## config.mk

```make
export PLATFORM = sky130hd
export DESIGN_NAME = udp_box_writer
export DESIGN_NICKNAME = d
export VERILOG_FILES = /design/src/rtl/box_pkg.sv /design/src/rtl/box_word_mux.sv /design/src/rtl/udp_box_writer.sv
export SDC_FILE = /design/constraint.sdc
export NUM_CORES = 1
export LEC_CHECK = 0
export ABC_CLOCK_PERIOD_IN_PS = 3680
export BUFFER_PORTS_ARGS = -buffer_cell sky130_fd_sc_hd__buf_4
export CORE_ASPECT_RATIO = 1.5
export CORE_MARGIN = 3
export CORE_UTILIZATION = 45
export CTS_CLUSTER_DIAMETER = 80
export DETAILED_ROUTE_END_ITERATION = 8
export GPL_TIMING_DRIVEN = 0
export HOLD_SLACK_MARGIN = 0.15
export PLACE_DENSITY_LB_ADDON = 0.15
export SLEW_MARGIN = 20
export SYNTH_ARGS = -nofsm -noshare
export SYNTH_HDL_FRONTEND = slang
export SYNTH_SLANG_ARGS = --single-unit
```

## constraint.sdc

```tcl
create_clock -name clk -period 3.68 [get_ports clk]
set_input_delay 0.736 -clock clk [delete_from_list [all_inputs] [get_ports clk]]
set_output_delay 0.736 -clock clk [all_outputs]
set_load 0.02 [all_outputs]
```

## src/rtl/box_pkg.sv

```systemverilog
// Shared definitions for the draw-box wire format, used by the box writer and the receive-side parser.
package box_pkg;

  localparam int BOX_BYTES = 6;
  localparam int BOX_W     = 8 * BOX_BYTES;

  typedef enum logic [2:0] {
    ST_IDLE,
    ST_REQ,
    ST_WAIT,
    ST_SEND,
    ST_FIN
  } box_state_t;

  // Packs {sx, sy, ex, ey, R, G, B} MSB first; each colour keeps its top cdep bits.
  function automatic logic [BOX_W-1:0] box_word(
    input logic [15:0] sx,
    input logic [15:0] sy,
    input logic [15:0] ex,
    input logic [15:0] ey,
    input logic [23:0] rgb,
    input int          xw,
    input int          yw,
    input int          cdep
  );
    logic [BOX_W-1:0] w;
    logic [7:0]       ch;
    w = {32'd0, sx} & ((48'd1 << xw) - 48'd1);
    w = (w << yw) | ({32'd0, sy} & ((48'd1 << yw) - 48'd1));
    w = (w << xw) | ({32'd0, ex} & ((48'd1 << xw) - 48'd1));
    w = (w << yw) | ({32'd0, ey} & ((48'd1 << yw) - 48'd1));
    for (int c = 2; c >= 0; c--) begin
      ch = rgb[c*8 +: 8] >> (8 - cdep);
      w  = (w << cdep) | {40'd0, ch};
    end
    return w;
  endfunction

endpackage

```

## src/rtl/box_word_mux.sv

```systemverilog
// Tracks the current byte as (box, byte-in-box) and presents the byte that follows it.
module box_word_mux
  import box_pkg::*;
#(
  parameter int BOX_NUM = 1
) (
  input  logic                     clk,
  input  logic                     rst,
  input  logic                     i_clr,
  input  logic                     i_adv,
  input  logic [BOX_NUM*BOX_W-1:0] i_words,
  output logic [7:0]               o_next_byte
);

  localparam int BW = $clog2(BOX_NUM + 1);

  logic [BW-1:0]    r_box;
  logic [2:0]       r_sub;
  logic [BW-1:0]    w_nbox;
  logic [2:0]       w_nsub;
  logic [BOX_W-1:0] w_word;
  logic             w_valid;

  always_ff @(posedge clk) begin
    if (rst || i_clr) begin
      r_box <= '0;
      r_sub <= '0;
    end else if (i_adv) begin
      if (r_sub == 3'd5) begin
        r_sub <= '0;
        r_box <= r_box + BW'(1);
      end else begin
        r_sub <= r_sub + 3'd1;
      end
    end
  end

  // Past the last box the lookahead yields zero, which is what tx_data shows after the packet.
  always_comb begin
    w_nbox  = (r_sub == 3'd5) ? r_box + BW'(1) : r_box;
    w_nsub  = (r_sub == 3'd5) ? 3'd0 : r_sub + 3'd1;
    w_word  = '0;
    w_valid = 1'b0;
    for (int b = 0; b < BOX_NUM; b++) begin
      if (int'(w_nbox) == b) begin
        w_word  = i_words[b*BOX_W +: BOX_W];
        w_valid = 1'b1;
      end
    end
    o_next_byte = 8'h00;
    if (w_valid) begin
      case (w_nsub)
        3'd0:    o_next_byte = w_word[47:40];
        3'd1:    o_next_byte = w_word[39:32];
        3'd2:    o_next_byte = w_word[31:24];
        3'd3:    o_next_byte = w_word[23:16];
        3'd4:    o_next_byte = w_word[15:8];
        default: o_next_byte = w_word[7:0];
      endcase
    end
  end

endmodule

```

## src/rtl/udp_box_writer.sv

```systemverilog
// Snapshots the draw-box set on trig and streams it to the UDP transmitter, one byte per read strobe.
module udp_box_writer
  import box_pkg::*;
#(
  parameter int BOX_NUM = 1,
  parameter int H_ACT   = 1280,
  parameter int V_ACT   = 720,
  parameter int C_DEP   = 2,
  parameter int TIMEOUT = 1_000_000
) (
  input  logic                             clk,
  input  logic                             rst,
  input  logic                             trig,
  input  logic [BOX_NUM*$clog2(H_ACT)-1:0] start_xs,
  input  logic [BOX_NUM*$clog2(V_ACT)-1:0] start_ys,
  input  logic [BOX_NUM*$clog2(H_ACT)-1:0] end_xs,
  input  logic [BOX_NUM*$clog2(V_ACT)-1:0] end_ys,
  input  logic [BOX_NUM*24-1:0]            colors,
  output logic                             aquire,
  input  logic                             tx_read_en,
  output logic [7:0]                       tx_data,
  output logic [15:0]                      tx_data_len,
  output logic                             busy,
  output logic                             done,
  output logic                             error
);

  localparam int XW     = $clog2(H_ACT);
  localparam int YW     = $clog2(V_ACT);
  localparam int NBYTES = BOX_BYTES * BOX_NUM;
  localparam int IDXW   = $clog2(NBYTES + 1);
  localparam int TW     = (TIMEOUT > 1) ? $clog2(TIMEOUT) : 1;

  generate
    if (2*XW + 2*YW + 3*C_DEP != BOX_W) begin : g_bad_geometry
      $error("udp_box_writer: 2*XW+2*YW+3*C_DEP must equal 48");
    end
  endgenerate

  box_state_t               r_state, w_state_nxt;
  logic [BOX_NUM*BOX_W-1:0] r_shadow, w_live;
  logic [IDXW-1:0]          r_byte_idx;
  logic [TW-1:0]            r_timer;
  logic [7:0]               r_tx_data, w_next_byte;
  logic                     r_error;
  logic                     w_snap, w_take, w_timeout, w_overread;

  always_comb begin
    w_live = '0;
    for (int b = 0; b < BOX_NUM; b++) begin
      w_live[b*BOX_W +: BOX_W] = box_word(16'(start_xs[b*XW +: XW]), 16'(start_ys[b*YW +: YW]),
                                          16'(end_xs[b*XW +: XW]), 16'(end_ys[b*YW +: YW]),
                                          colors[b*24 +: 24], XW, YW, C_DEP);
    end
  end

  assign w_snap     = (r_state == ST_IDLE) && trig;
  assign w_take     = tx_read_en && ((r_state == ST_WAIT) || (r_state == ST_SEND));
  assign w_timeout  = (r_state == ST_WAIT) && !tx_read_en && (r_timer == TW'(TIMEOUT - 1));
  assign w_overread = tx_read_en && ((r_state == ST_IDLE) || (r_state == ST_FIN));

  always_comb begin
    w_state_nxt = r_state;
    case (r_state)
      ST_IDLE: if (trig) w_state_nxt = ST_REQ;
      ST_REQ:  w_state_nxt = ST_WAIT;
      ST_WAIT: begin
        if (tx_read_en)     w_state_nxt = ST_SEND;
        else if (w_timeout) w_state_nxt = ST_IDLE;
      end
      ST_SEND: if (tx_read_en && (r_byte_idx == IDXW'(NBYTES - 1))) w_state_nxt = ST_FIN;
      ST_FIN:  w_state_nxt = ST_IDLE;
      default: w_state_nxt = ST_IDLE;
    endcase
  end

  // Byte 0 is loaded straight from the live inputs so it is already valid in the REQ cycle.
  always_ff @(posedge clk) begin
    if (rst) begin
      r_state    <= ST_IDLE;
      r_shadow   <= '0;
      r_byte_idx <= '0;
      r_timer    <= '0;
      r_tx_data  <= 8'h00;
      r_error    <= 1'b0;
    end else begin
      r_state <= w_state_nxt;
      if (w_snap) begin
        r_shadow   <= w_live;
        r_byte_idx <= '0;
        r_timer    <= '0;
        r_tx_data  <= w_live[BOX_W-1 -: 8];
      end else begin
        if (w_take) begin
          r_byte_idx <= r_byte_idx + IDXW'(1);
          r_tx_data  <= w_next_byte;
        end else if (w_state_nxt == ST_IDLE) begin
          r_tx_data <= 8'h00;
        end
        if (((r_state == ST_REQ) || (r_state == ST_WAIT)) && (r_timer != '1)) begin
          r_timer <= r_timer + TW'(1);
        end
      end
      if (w_timeout || w_overread) r_error <= 1'b1;
    end
  end

  box_word_mux #(
    .BOX_NUM (BOX_NUM)
  ) u_mux (
    .clk         (clk),
    .rst         (rst),
    .i_clr       (w_snap),
    .i_adv       (w_take),
    .i_words     (r_shadow),
    .o_next_byte (w_next_byte)
  );

  assign aquire      = (r_state == ST_REQ);
  assign busy        = (r_state == ST_REQ) || (r_state == ST_WAIT) || (r_state == ST_SEND);
  assign done        = (r_state == ST_FIN);
  assign error       = r_error;
  assign tx_data     = r_tx_data;
  assign tx_data_len = 16'(NBYTES);

endmodule

```

==> metrics <==
Pwr per Cell Area 452.9 nW/µm²; total gr overflow 0; share of post-route cells with drive strength above 1 19.32%; post-DR wirelength/cell 15.11 µm; Layout area overhead 23.36%; Slew headroom 53.77%; # fillers 851; Synth Warn # 0; part of the Yosys area used for sequential elements 42.90%; total negative slack 0 ns; library cells used by synthesis 43; row cnt 41; vias in the first global route 3,518; antenna violations before repair 0; Skew-Pair Late Insertion Delay 0.33 ns; Seq cells post-synth 87; VDD IR max 0.2719 mV; Hold Path End r_shadow[18]$_SDFFE_PP0P_; Slew @ Worst Pin 0.6911 ns; Num CTS Buffers 9; Core Region 8618 µm²; Hold Buf Count CTS 0; reg2reg start r_state[1]$_SDFF_PP0_; crit path kind register to register; vias per cell 5.285; non-filler cells in the finished layout 692; placed cell count 676; CTS clk-pin slew, worst paths 0.06 ns; Final ANT Viol Nets 0; worst hold path stage count 2; DRT iter0 DRCs 146; die span in x 83.56 µm; crit path DAT 2.49 ns; fin crit period 2.289 ns; cts repair resizes 0; CTS H-tree lvls 3; CTS Sinks 87; CP Max Fanout 10; initial core utilization 47.11%; final setup vio count 0; DRT Pass-1 Iters 4; Root Driver clkbuf_16; critical path capture point type register; asr flop ratio synth 0%; r2r endpoint r_timer[8]$_SDFFE_PP0P_; Mapped Cells 493; Port Buffer Count 62; FMAX 436.8 MHz; Post-CTS Setup Repair Bufs 0; reg2reg setup slack 1.39 ns; Mean Syn Cell Area 8.236 µm²; Post-Syn Area 4060 µm²; full die area 10,220 µm²; Final Wtd Congestion 0.8635; post-detailed-routing wire length 10.46 mm; startpoint types register; final hold viol count 0; HP Class register to register; Final Util 58.12%; hold wc startpoint r_shadow[18]$_SDFFE_PP0P_; EDFF count, synth 0; RSZ-0062 raised after global routing false; first-pass GRT wire length 16.66 mm; WP data required 3.88 ns; Max Root-Sink Buffers 2; largest net degree at the start of global routing 14; Antenna diodes 0; Ports 98; FF-to-FF path depth 6; Total Power 2268 µW; Most used DFF post-synth dfxtp_1; MaxCap Viol Count 0; Final Skew 0.003897 ns; Tcrit/Tclk final 62.21%; via count 3,657; CTS tree done; # DRC 0; leakage 0.001918 µW; Slew Limit Fails 0; Die Ht 122.3 µm; fin nets 653; status complete, no violations; Post-DP HPWL 8.141 mm; GRT Total Usage 20.61%
[power breakdown]
part	total, µW	internal [µW]	switching (µW)
combinational	351	142	209
sequential	1030	999	34.2
clock	884	530	354
total	2270	1670	597
[how the worst max path moves through the flow]
stage	depth (start not counted)	slack (ns)	startpoint	to
2_1_floorplan	6	1.77	tx_read_en	tx_data[6]$_SDFFE_PP0P_
3_3_place_gp	6	1.06	trig	r_timer[8]$_SDFFE_PP0P_
3_5_place_dp	6	1.02	trig	r_timer[8]$_SDFFE_PP0P_
4_1_cts	6	1.36	r_state[1]$_SDFF_PP0_	r_timer[8]$_SDFFE_PP0P_
5_1_grt	6	1.34	r_state[1]$_SDFF_PP0_	r_timer[0]$_SDFFE_PP0P_
6_report	6	1.39	r_state[1]$_SDFF_PP0_	r_timer[8]$_SDFFE_PP0P_
[through the flow]
step | area [µm²] | hold WS [ns] | setup slack [ns]
2_1_floorplan | 4113 | 0.4357 | 1.771
3_3_place_gp | 4712 | 0.4416 | 1.064
3_5_place_dp | 4712 | 0.4463 | 1.022
4_1_cts | 5009 | 0.4547 | 1.359
5_1_grt | 5009 | 0.4726 | 1.338
6_report | 5009 | 0.4549 | 1.391
[cells by family after synthesis]
logic type / count (synthesis) / synth area share, %
buffers and inverters: 53 / 6.841
other: 2 / 0.1850
AO/OA/AOI/OAI: 95 / 14.05
AND/OR/NAND/NOR: 211 / 25.27
multiplexers: 25 / 6.163
XOR/XNOR: 17 / 3.667
adder cells (fa/ha/maj): 3 / 0.9246
flip-flops: 87 / 42.90
[cell usage after synthesis, types with 8 or more instances]
library cell  count  area share, %
nand2_1         116             11
dfxtp_1          87             43
a21oi_1          57            7.0
nor2_1           32            3.0
mux2i_1          25            6.2
clkbuf_1         21            1.9
buf_4            18            3.3
nand4_1          16            2.5
xnor2_1          10            2.2
buf_2             9            1.1
a22oi_1           8            1.5
a311oi_1          8            1.7
o21ai_0           8           0.99
[registers in the layout, indices dropped and copies added (netlist names)]
| register | count |
|---|---|
| r_byte_idx | 3 |
| r_shadow | 48 |
| u_mux.r_sub | 3 |
| r_state | 3 |
| u_mux.r_box | 1 |
| error | 1 |
| tx_data | 8 |
| r_timer | 20 |
[critical path: stages, from the launching register on]
cell and delay, ns:
dfxtp_1 0.30, buf_2 0.16, nor4b_2 0.63, or2_1 0.18
clkbuf_1 0.26, clkbuf_1 0.52, nor2_1 0.10
[layout by cell type, fill, tap and decap left out, drive strengths merged, types with 3 or more instances in the layout]
cell / netlist / routed
and2: 6 / 6
xnor2: 10 / 10
a311oi: 8 / 8
nor4b: 7 / 7
o211ai: 7 / 7
xor2: 7 / 7
dfxtp: 87 / 87
conb: 2 / 16
a211oi: 3 / 3
mux2i: 25 / 25
buf: 29 / 91
and4: 4 / 4
inv: 3 / 3
clkbuf: 21 / 35
a21oi: 57 / 57
or3: 6 / 6
o21ai: 10 / 10
nand2: 116 / 116
nand4: 16 / 16
a22oi: 8 / 8
nor2: 32 / 32
ha: 3 / 3
nand3: 7 / 7
[cell type report]
type	count	area [µm²]	area share [%]
multi-input combinational	367	2093	41.79
sequential	87	1742	34.77
timing repair buffer	62	465.4	9.293
clock buffer	14	284.0	5.671
buffer	50	266.5	5.321
tap	107	133.9	2.673
clock inverter	2	12.51	0.2498
inverter	3	11.26	0.2248
[routing by layer]
layer  part of all wire [%]  GRT usage, %  up-vias
met1                     37         20.58     1693
met5                      0             0        -
met4                    3.6         11.47        0
met2                     56         39.76       82
li1                       -             -     1855
met3                    3.4         3.895       27
Power figures use the tool's default switching activity.
